==> src/rtl/mbe_pkg.sv <==
// Shared types and helpers for the radix-4 modified-Booth multiplier family.
package mbe_pkg;

  typedef enum logic [1:0] {
    IDLE,
    BUSY,
    DONE
  } state_t;

  // Unsigned operands need one extra digit so the multiplier MSB is not read as a sign.
  function automatic int unsigned ndig(input int unsigned width, input logic signed_mode);
    return signed_mode ? width / 2 : width / 2 + 1;
  endfunction

  function automatic int unsigned acc_w(input int unsigned width);
    return 2 * width + 2;
  endfunction

endpackage

==> src/rtl/mbe_digit.sv <==
// Combinational radix-4 Booth digit: encodes one multiplier triplet and forms the signed partial product.
module mbe_digit #(
  parameter int unsigned W = 18
) (
  input  logic [2:0]   triplet,
  input  logic [W-1:0] a_ext,
  output logic         single,
  output logic         dbl,
  output logic         neg,
  output logic [W-1:0] pp
);

  logic [W-1:0] mag;

  always_comb begin
    single = triplet[1] ^ triplet[0];
    dbl    = (triplet[2] & ~triplet[1] & ~triplet[0]) | (~triplet[2] & triplet[1] & triplet[0]);
    neg    = triplet[2];
    mag    = '0;
    if (single) begin
      mag = a_ext;
    end else if (dbl) begin
      mag = {a_ext[W-2:0], 1'b0};
    end
    // Negating a zero magnitude yields zero, so triplet 111 contributes nothing.
    pp = neg ? (~mag + W'(1)) : mag;
  end

endmodule

==> src/rtl/mbe_seq_mult.sv <==
// Iterative radix-4 modified-Booth multiplier with valid/ready handshakes, one digit per cycle.
module mbe_seq_mult
  import mbe_pkg::*;
#(
  parameter int unsigned WIDTH = 8
) (
  input  logic                 clk,
  input  logic                 rst,
  input  logic                 in_valid,
  output logic                 in_ready,
  input  logic                 in_signed,
  input  logic [WIDTH-1:0]     in_a,
  input  logic [WIDTH-1:0]     in_b,
  output logic                 out_valid,
  input  logic                 out_ready,
  output logic [2*WIDTH-1:0]   out_prod
);

  localparam int unsigned ACC_W  = acc_w(WIDTH);
  localparam int unsigned BR_W   = WIDTH + 3;
  localparam int unsigned NDIG_S = ndig(WIDTH, 1'b1);
  localparam int unsigned NDIG_U = ndig(WIDTH, 1'b0);
  localparam int unsigned KW     = $clog2(NDIG_U);

  state_t             state, state_nxt;
  logic               mode;
  logic [ACC_W-1:0]   a_ext;
  logic [ACC_W-1:0]   acc;
  logic [ACC_W-1:0]   pp;
  logic [BR_W-1:0]    br;
  logic [KW-1:0]      k;
  logic               last;
  logic               single, dbl, neg;
  logic [2:0]         spare_unused;

  // The guard bits only absorb wrap-around; the digit sign is already folded into pp.
  assign spare_unused = {acc[ACC_W-1:2*WIDTH], neg};

  assign last = (k == (mode ? KW'(NDIG_S - 1) : KW'(NDIG_U - 1)));

  mbe_digit #(.W(ACC_W)) u_digit (
    .triplet (br[2:0]),
    .a_ext   (a_ext),
    .single  (single),
    .dbl     (dbl),
    .neg     (neg),
    .pp      (pp)
  );

  always_ff @(posedge clk) begin
    if (rst) begin
      state <= IDLE;
    end else begin
      state <= state_nxt;
    end
  end

  always_comb begin
    state_nxt = state;
    in_ready  = 1'b0;
    out_valid = 1'b0;
    out_prod  = acc[2*WIDTH-1:0];
    case (state)
      IDLE: begin
        in_ready = 1'b1;
        if (in_valid) state_nxt = BUSY;
      end
      BUSY: begin
        if (last) state_nxt = DONE;
      end
      DONE: begin
        out_valid = 1'b1;
        if (out_ready) state_nxt = IDLE;
      end
      default: state_nxt = IDLE;
    endcase
  end

  // br holds {ext, ext, b, b[-1]=0}; an arithmetic shift by 2 presents the next triplet
  // in br[2:0], and the extension bits are zero for unsigned so the same shift serves both modes.
  always_ff @(posedge clk) begin
    if (rst) begin
      mode  <= 1'b0;
      a_ext <= '0;
      br    <= '0;
      k     <= '0;
      acc   <= '0;
    end else begin
      case (state)
        IDLE: begin
          if (in_valid) begin
            mode  <= in_signed;
            a_ext <= {{(ACC_W-WIDTH){in_signed & in_a[WIDTH-1]}}, in_a};
            br    <= {{2{in_signed & in_b[WIDTH-1]}}, in_b, 1'b0};
            k     <= '0;
            acc   <= '0;
          end
        end
        BUSY: begin
          if (single | dbl) begin
            acc <= acc + (pp << {k, 1'b0});
          end
          br <= {{2{br[BR_W-1]}}, br[BR_W-1:2]};
          k  <= k + KW'(1);
        end
        default: ;
      endcase
    end
  end

endmodule

==> config.mk <==
export PLATFORM = sky130hd
export DESIGN_NAME = mbe_seq_mult
export DESIGN_NICKNAME = d
export VERILOG_FILES = /design/src/rtl/mbe_pkg.sv /design/src/rtl/mbe_digit.sv /design/src/rtl/mbe_seq_mult.sv
export SDC_FILE = /design/constraint.sdc
export NUM_CORES = 1
export LEC_CHECK = 0
export CAP_MARGIN = 20
export CORE_UTILIZATION = 40
export CTS_CLUSTER_SIZE = 40
export DETAILED_ROUTE_END_ITERATION = 12
export MAX_ROUTING_LAYER = met4
export PLACE_DENSITY_LB_ADDON = 0.2
export SLEW_MARGIN = 5
export SYNTH_ARGS = -nofsm -noshare
export SYNTH_HDL_FRONTEND = slang
export SYNTH_SLANG_ARGS = --single-unit
==> constraint.sdc <==
create_clock -name clk -period 9.2 [get_ports clk]
set_clock_uncertainty 0.05 [all_clocks]
set_input_delay 1.84 -clock clk [delete_from_list [all_inputs] [get_ports clk]]
set_output_delay 1.84 -clock clk [all_outputs]
set_load 0.05 [all_outputs]
==> impl_metrics.py, run 1 <==
metrics = {
    "status": {
        "status": "completed",
    },
    "cts": {
        "clk_path_buf_depth": 2,
        "cts_buffers": 5,
        "cts-resized-gates": 0,
        "clock_latency_ps": 300,
        "cts_setup_buffers": 0,
        "cts.sinks": 42,
        "cts_htree_levels": 2,
        "hold_buffers": 0,
        "cts_tree": "built",
        "root_buffer": "clkbuf_8",
        "path_clk_slew_ps": 90,
    },
    "power": {
        "clockPowerShare_pct": 25.3,
        "switchingPower_w": 0.000175,
        "irDropWorstVdd_mv": 0.0780,
        "power_density_nw_per_um2": 117,
        "p_comb_share_pct": 32.6,
        "leakagePower_nw": 1.56,
        "power.total_w": 0.000481,
        "netSwitchingFraction_pct": 36.4,
        "p_seq_share_pct": 42.1,
        "intPower_w": 0.000306,
    },
    "sta": {
        "fmax_mhz": 186,
        "relSlewSlack_pct": 36.6,
        "finalCriticalPeriod_ps": 5370,
        "rsz0062_at_grt": "false",
        "fin_setup_tns_ps": 0,
        "slew_violations": 0,
        "fin_ws_ps": 3830,
        "fin_crit_sh_pct": 58.3,
        "worst_slew_pin_slew_ps": 950,
        "setup_viol": 0,
        "hold_viol_final": 0,
    },
    "drt": {
        "drt_pass1_iterations": 5,
        "drtIter0Drc": 230,
        "ant_nets": 0,
        "avgRoutedWirePerCell_um": 15.4,
        "vias": 3563,
        "drc_errors": 0,
        "drt_wl_total_um": 9380,
        "avgViaCountPerCell": 5.84,
    },
    "synthesis": {
        "synth_top_area_share_pct": 23.1,
        "synth_top_area_cell": "dfxtp_1",
        "synth_nets": 523,
        "synth_warnings": 0,
        "ys_top_cells_by_area": "dfxtp_1 (23%), a21oi_1 (7.8%), nand2_1 (7.4%), ha_1 (6.5%), nor2_1 (4.2%)",
        "synth_area_sq_um": 3630,
        "yosysSeqAreaShare_pct": 23.1,
        "synth-edff-count": 0,
        "synth_cell_types": 82,
        "syn_avg_cell_area_sq_um": 7.54,
        "synth_top_flop_cell": "dfxtp_1",
        "syn_inst": 482,
        "ys_async_sr_fraction_pct": 0,
        "synth_seq_cells": 42,
    },
    "setup_path": {
        "crit_arrival_ps": 5510,
        "cp-end-kind": "flip-flop",
        "start_kind": "flip-flop",
        "path_max_fanout": 29,
        "cp.required_ps": 9340,
        "path_class": "reg2reg",
    },
    "floorplan": {
        "fp.coreArea_sq_um": 8760,
        "die_height_um": 97.3,
        "rows": 34,
        "die-area_sq_um": 9470,
        "io-pin-count": 39,
        "die_w_um": 97.3,
        "initial_core_util_pct": 41.5,
    },
    "layout": {
        "finalNonFillerCells": 610,
        "postLayoutCoreUtil_pct": 46.8,
        "area_growth_pct": 12.9,
        "final_nets": 542,
        "layout_common_cells": "nand2_1 (72), a21oi_1 (57), dfxtp_1 (42)",
        "diodes": 0,
        "multi_input_area_sq_um": 2550,
        "layout-drive-gt1-share_pct": 8.57,
        "seq_area_sq_um": 841,
        "fillers": 880,
        "final_common_cell": "nand2_1",
    },
    "global_routing": {
        "grt_usage_pct": 21.0,
        "grt_max_degree": 42,
        "antenna_found_initial": 0,
        "grt_pass1_wl_um": 16100,
        "grt_overflow": 0,
        "grt_pass1_vias": 3294,
    },
    "min_path": {
        "hold_path_class": "reg2reg",
    },
    "placed_design": {
        "place_ws_ps": 4020,
        "dp_hpwl_um": 6700,
        "routabilityCongestion": 0.879,
        "portBuffers": 38,
        "placed_cells": 601,
    },
    "job": {
        "cap_viol_max_count": 0,
    },
}
metal layers:
layer | vias up | track usage [%] | wire length [um]
met2 | 97 | 32.3 | 4190
met3 | 17 | 2.95 | 515
met1 | 1654 | 28.4 | 4530
met5 | - | - | 0
met4 | 0 | 6.67 | 149
li1 | 1795 | - | -
final timing paths:
| check | to | cells past startpoint | startpoint | slack, ps |
|---|---|---|---|---|
| setup / recovery | acc[14]$_SDFFE_PP0P_ | 18 | br[0]$_SDFFE_PP0P_ | 3830 |
| hold / removal | br[10]$_SDFFE_PP0P_ | 2 | br[10]$_SDFFE_PP0P_ | 410 |
| setup reg to reg | acc[14]$_SDFFE_PP0P_ | 18 | br[0]$_SDFFE_PP0P_ | 3830 |
| hold reg to reg | br[10]$_SDFFE_PP0P_ | 2 | br[10]$_SDFFE_PP0P_ | 410 |
cell type report:
class	count	share of cell area, %
inverters	9	0.823
multi-input cells	398	62.2
flip-flops and latches	42	20.5
clock inverters	3	0.457
clock buffers	5	1.68
repair buffers	45	11.0
well taps	108	3.29
stage by stage:
stage / instance area, sq um / hold slack, ps
finish: 4100 / 409
global route: 4100 / 429
CTS: 4080 / 409
detailed placement: 3990 / 396
global placement: 3990 / 392
floorplan: 3630 / 386
power groups by stage:
stage / Sequential, W / Clock [W] / Combinational [W]
after CTS: 0.000203 / 0.000128 / 0.000153
after global routing: 0.000205 / 0.000136 / 0.000173
after floorplan: 0.000203 / 0 / 0.000120
after detailed placement: 0.000207 / 0 / 0.000153
after global placement: 0.000207 / 0 / 0.000151
final: 0.000203 / 0.000122 / 0.000157
cell usage after synthesis (all sizes together) (4+ instances only):
cell	number
nor2b	6
clkbuf	25
mux2i	9
ha	19
nor2	41
a21o	7
buf	8
xnor2	11
a211oi	8
inv	7
nor3	14
a22oi	11
nand2	73
a221oi	4
and2	5
a21oi	57
a31oi	7
xor2	7
nand2b	5
o21ai	22
dfxtp	42
o21a	5
nand3	24
flip-flops by register name, summed over array words and instances, names as in the netlist:
register  flops
acc          16
br           11
a_ext         9
k             3
state         2
mode          1
critical path, cell delays in order, from the launching register on:
cell,delay [ps]
dfxtp_1,950
xor2_1,380
nand2_1,190
ha_1,250
nand2b_1,160
o211ai_1,300
nor2_1,70
a21oi_1,230
and3_1,200
ha_1,260
a21o_1,190
a21o_1,200
a2111oi_0,730
o21ai_0,160
a21oi_1,300
a21oi_1,150
a31oi_1,220
xnor2_1,80
a22o_1,170
cells by family (layout without fill, tap and decap cells):
family	Yosys count	in the layout	synth area share, %
multiplexers	10	10	3.10
buffers and inverters	42	62	6.61
XOR/XNOR	18	18	4.34
AO/OA/AOI/OAI	160	160	30.6
adder cells (fa/ha/maj)	20	20	7.09
AND/OR/NAND/NOR	190	190	25.1
flip-flops	42	42	23.1
Power figures use the tool's default switching activity.
==> inputs of run 2 (changes only) <==
- clock period: 9.2 -> 5.3 ns (I/O delays scaled with it)
==> run 2 against run 1 <==
Die area stayed put. Clock power rose by 120%. Sequential share of layout area down 0.14 points. Flip-flop and latch count did not move. Clock-buffer cell count unchanged. Wire length up 0.99%. Register-to-register slack got worse by 3400 ps. Design area is 0.70% higher. Sequential power is 75% higher.
==> impl_metrics.py, run 2 (synthesis results as in run 1) <==
metrics = {
    "status": {
        "status": "completed",
    },
    "sta": {
        "fin_crit_sh_pct": 91.9,
        "relSlewSlack_pct": 35.9,
        "fmax_mhz": 205,
        "setup_viol": 0,
        "slew_violations": 0,
        "worst_slew_pin_slew_ps": 957,
        "finalCriticalPeriod_ps": 4870,
        "hold_viol_final": 0,
        "rsz0062_at_grt": "false",
        "fin_setup_tns_ps": 0,
    },
    "drt": {
        "avgViaCountPerCell": 5.89,
        "avgRoutedWirePerCell_um": 15.5,
        "drtIter0Drc": 222,
        "drt_wl_total_um": 9470,
        "drt_pass1_iterations": 5,
        "ant_nets": 0,
        "drc_errors": 0,
        "vias": 3604,
    },
    "setup_path": {
        "crit_arrival_ps": 5020,
        "max_stage_delay_ps": 670,
        "path_class": "reg2reg",
        "path_max_fanout": 15,
        "start_kind": "flip-flop",
        "cp_cell_sequence": "xor2_1 -> nand2_1 -> ha_1 -> nand3_1 -> nor3_2 -> a2111oi_1 -> a2111oi_2 -> mux2i_1 -> nor2_1 -> ha_1 -> o41ai_1 -> o31a_1 -> o21ai_0 -> a31o_2 -> xor2_1 -> a21oi_1 -> o22ai_1",
        "rr_endpoint": "acc[15]$_SDFFE_PP0P_",
        "cp-endpoint": "acc[15]$_SDFFE_PP0P_",
        "cp_slowest_cell": "dfxtp_1",
        "cp.required_ps": 5440,
        "cp-end-kind": "flip-flop",
        "r2r_start": "br[0]$_SDFFE_PP0P_",
        "reg2reg_depth": 17,
        "reg2reg_slack_ps": 430,
        "critPathLaunch": "br[0]$_SDFFE_PP0P_",
    },
    "placed_design": {
        "dp_hpwl_um": 6900,
        "routabilityCongestion": 0.908,
        "portBuffers": 38,
        "placed_cells": 603,
    },
    "cts": {
        "cts_htree_levels": 2,
        "cts_tree": "built",
        "cts.sinks": 42,
        "clk_path_buf_depth": 2,
        "path_clk_slew_ps": 90,
        "hold_buffers": 0,
        "cts_buffers": 5,
        "clock_latency_ps": 300,
        "root_buffer": "clkbuf_8",
    },
    "job": {
        "cap_viol_max_count": 0,
    },
    "min_path": {
        "min_from": "br[10]$_SDFFE_PP0P_",
        "hold_depth": 2,
        "hold_path_class": "reg2reg",
    },
    "layout": {
        "reg_top3": "acc (16), br (11), a_ext (9)",
        "finalNonFillerCells": 612,
        "layout-drive-gt1-share_pct": 8.93,
        "regMostFlops": "acc",
        "final_nets": 544,
        "largest_reg_flops": 16,
        "area_growth_pct": 13.7,
        "layout_common_cells": "nand2_1 (72), a21oi_1 (57), dfxtp_1 (42)",
        "postLayoutCoreUtil_pct": 47.2,
        "final_common_cell": "nand2_1",
        "diodes": 0,
    },
    "floorplan": {
        "fp.coreArea_sq_um": 8760,
        "die_height_um": 97.3,
        "die-area_sq_um": 9470,
        "initial_core_util_pct": 41.5,
        "io-pin-count": 39,
        "die_w_um": 97.3,
        "rows": 34,
    },
    "power": {
        "power.total_w": 0.000889,
        "leakagePower_nw": 1.58,
        "irDropWorstVdd_mv": 0.158,
        "power_density_nw_per_um2": 215,
    },
    "global_routing": {
        "antenna_found_initial": 0,
        "grt_usage_pct": 20.8,
        "grt_overflow": 0,
        "grt_pass1_wl_um": 16100,
        "grt_max_degree": 42,
        "grt_pass1_vias": 3351,
    },
}
==> run 2: changes by cell type in the layout (fill, tap and decap cells not counted) <==
cell       before  now
buf_4           6    8
buf_8           0    1
bufinv_16       0    1
a2111oi_1       0    1
a2111oi_0       2    1
buf_16          1    0
clkinv_2        2    1
==> run 2: worst min path at each step <==
stage                                     end  slack (ps)
after floorplan           br[10]$_SDFFE_PP0P_         390
after global placement     br[3]$_SDFFE_PP0P_         390
after detailed placement   br[6]$_SDFFE_PP0P_         400
after CTS                  br[6]$_SDFFE_PP0P_         410
after global routing       br[7]$_SDFFE_PP0P_         440
final                     br[10]$_SDFFE_PP0P_         410
==> run 2: stage by stage <==
stage / hold WS (ps) / setup WS [ps] / cell area (sq um)
2_1_floorplan: 386 / 1070 / 3630
3_3_place_gp: 393 / 580 / 4000
3_5_place_dp: 398 / 451 / 4000
4_1_cts: 412 / 433 / 4120
5_1_grt: 438 / 55.2 / 4130
6_report: 409 / 429 / 4130
==> run 2: cell type report <==
type | instances | area, sq um
Tap cell | 108 | 135
Clock buffer | 5 | 68.8
Fill cell | 869 | 4630
Sequential cell | 42 | 841
Inverter | 9 | 33.8
Multi-Input combinational cell | 398 | 2550
Clock inverter | 3 | 43.8
Timing Repair Buffer | 47 | 455
==> run 2: critical path, delay by kind of cell (launching register included) <==
kind                     cells  cell delay [ps]
XOR/XNOR                     2              550
multiplexers                 1              250
AO/OA/AOI/OAI                8             2220
adder cells (fa/ha/maj)      2              480
AND/OR/NAND/NOR              4              570
flip-flops                   1              670
==> run 2: power by group <==
group	internal (W)	switching [W]	total [W]	leakage [nW]
Sequential	0.000331	0.0000232	0.000355	0.342
Clock	0.000141	0.000122	0.000264	0.0585
Combinational	0.000106	0.000164	0.000270	1.18
==> run 2: routing by layer <==
layer | routed length, um | GRT usage (%) | part of all wire [%] | vias up
li1 | - | - | - | 1802
met1 | 4510 | 28.5 | 48 | 1651
met2 | 4200 | 32.3 | 44 | 137
met3 | 625 | 2.59 | 6.6 | 14
met4 | 140 | 5.77 | 1.5 | 0
met5 | 0 | - | 0 | -
==> run 2: what timing repair did <==
action | in CTS | in global routing
endpoints found under the setup margin | 0 | 2
buffers inserted | 0 | 0
resized for setup | 0 | 1
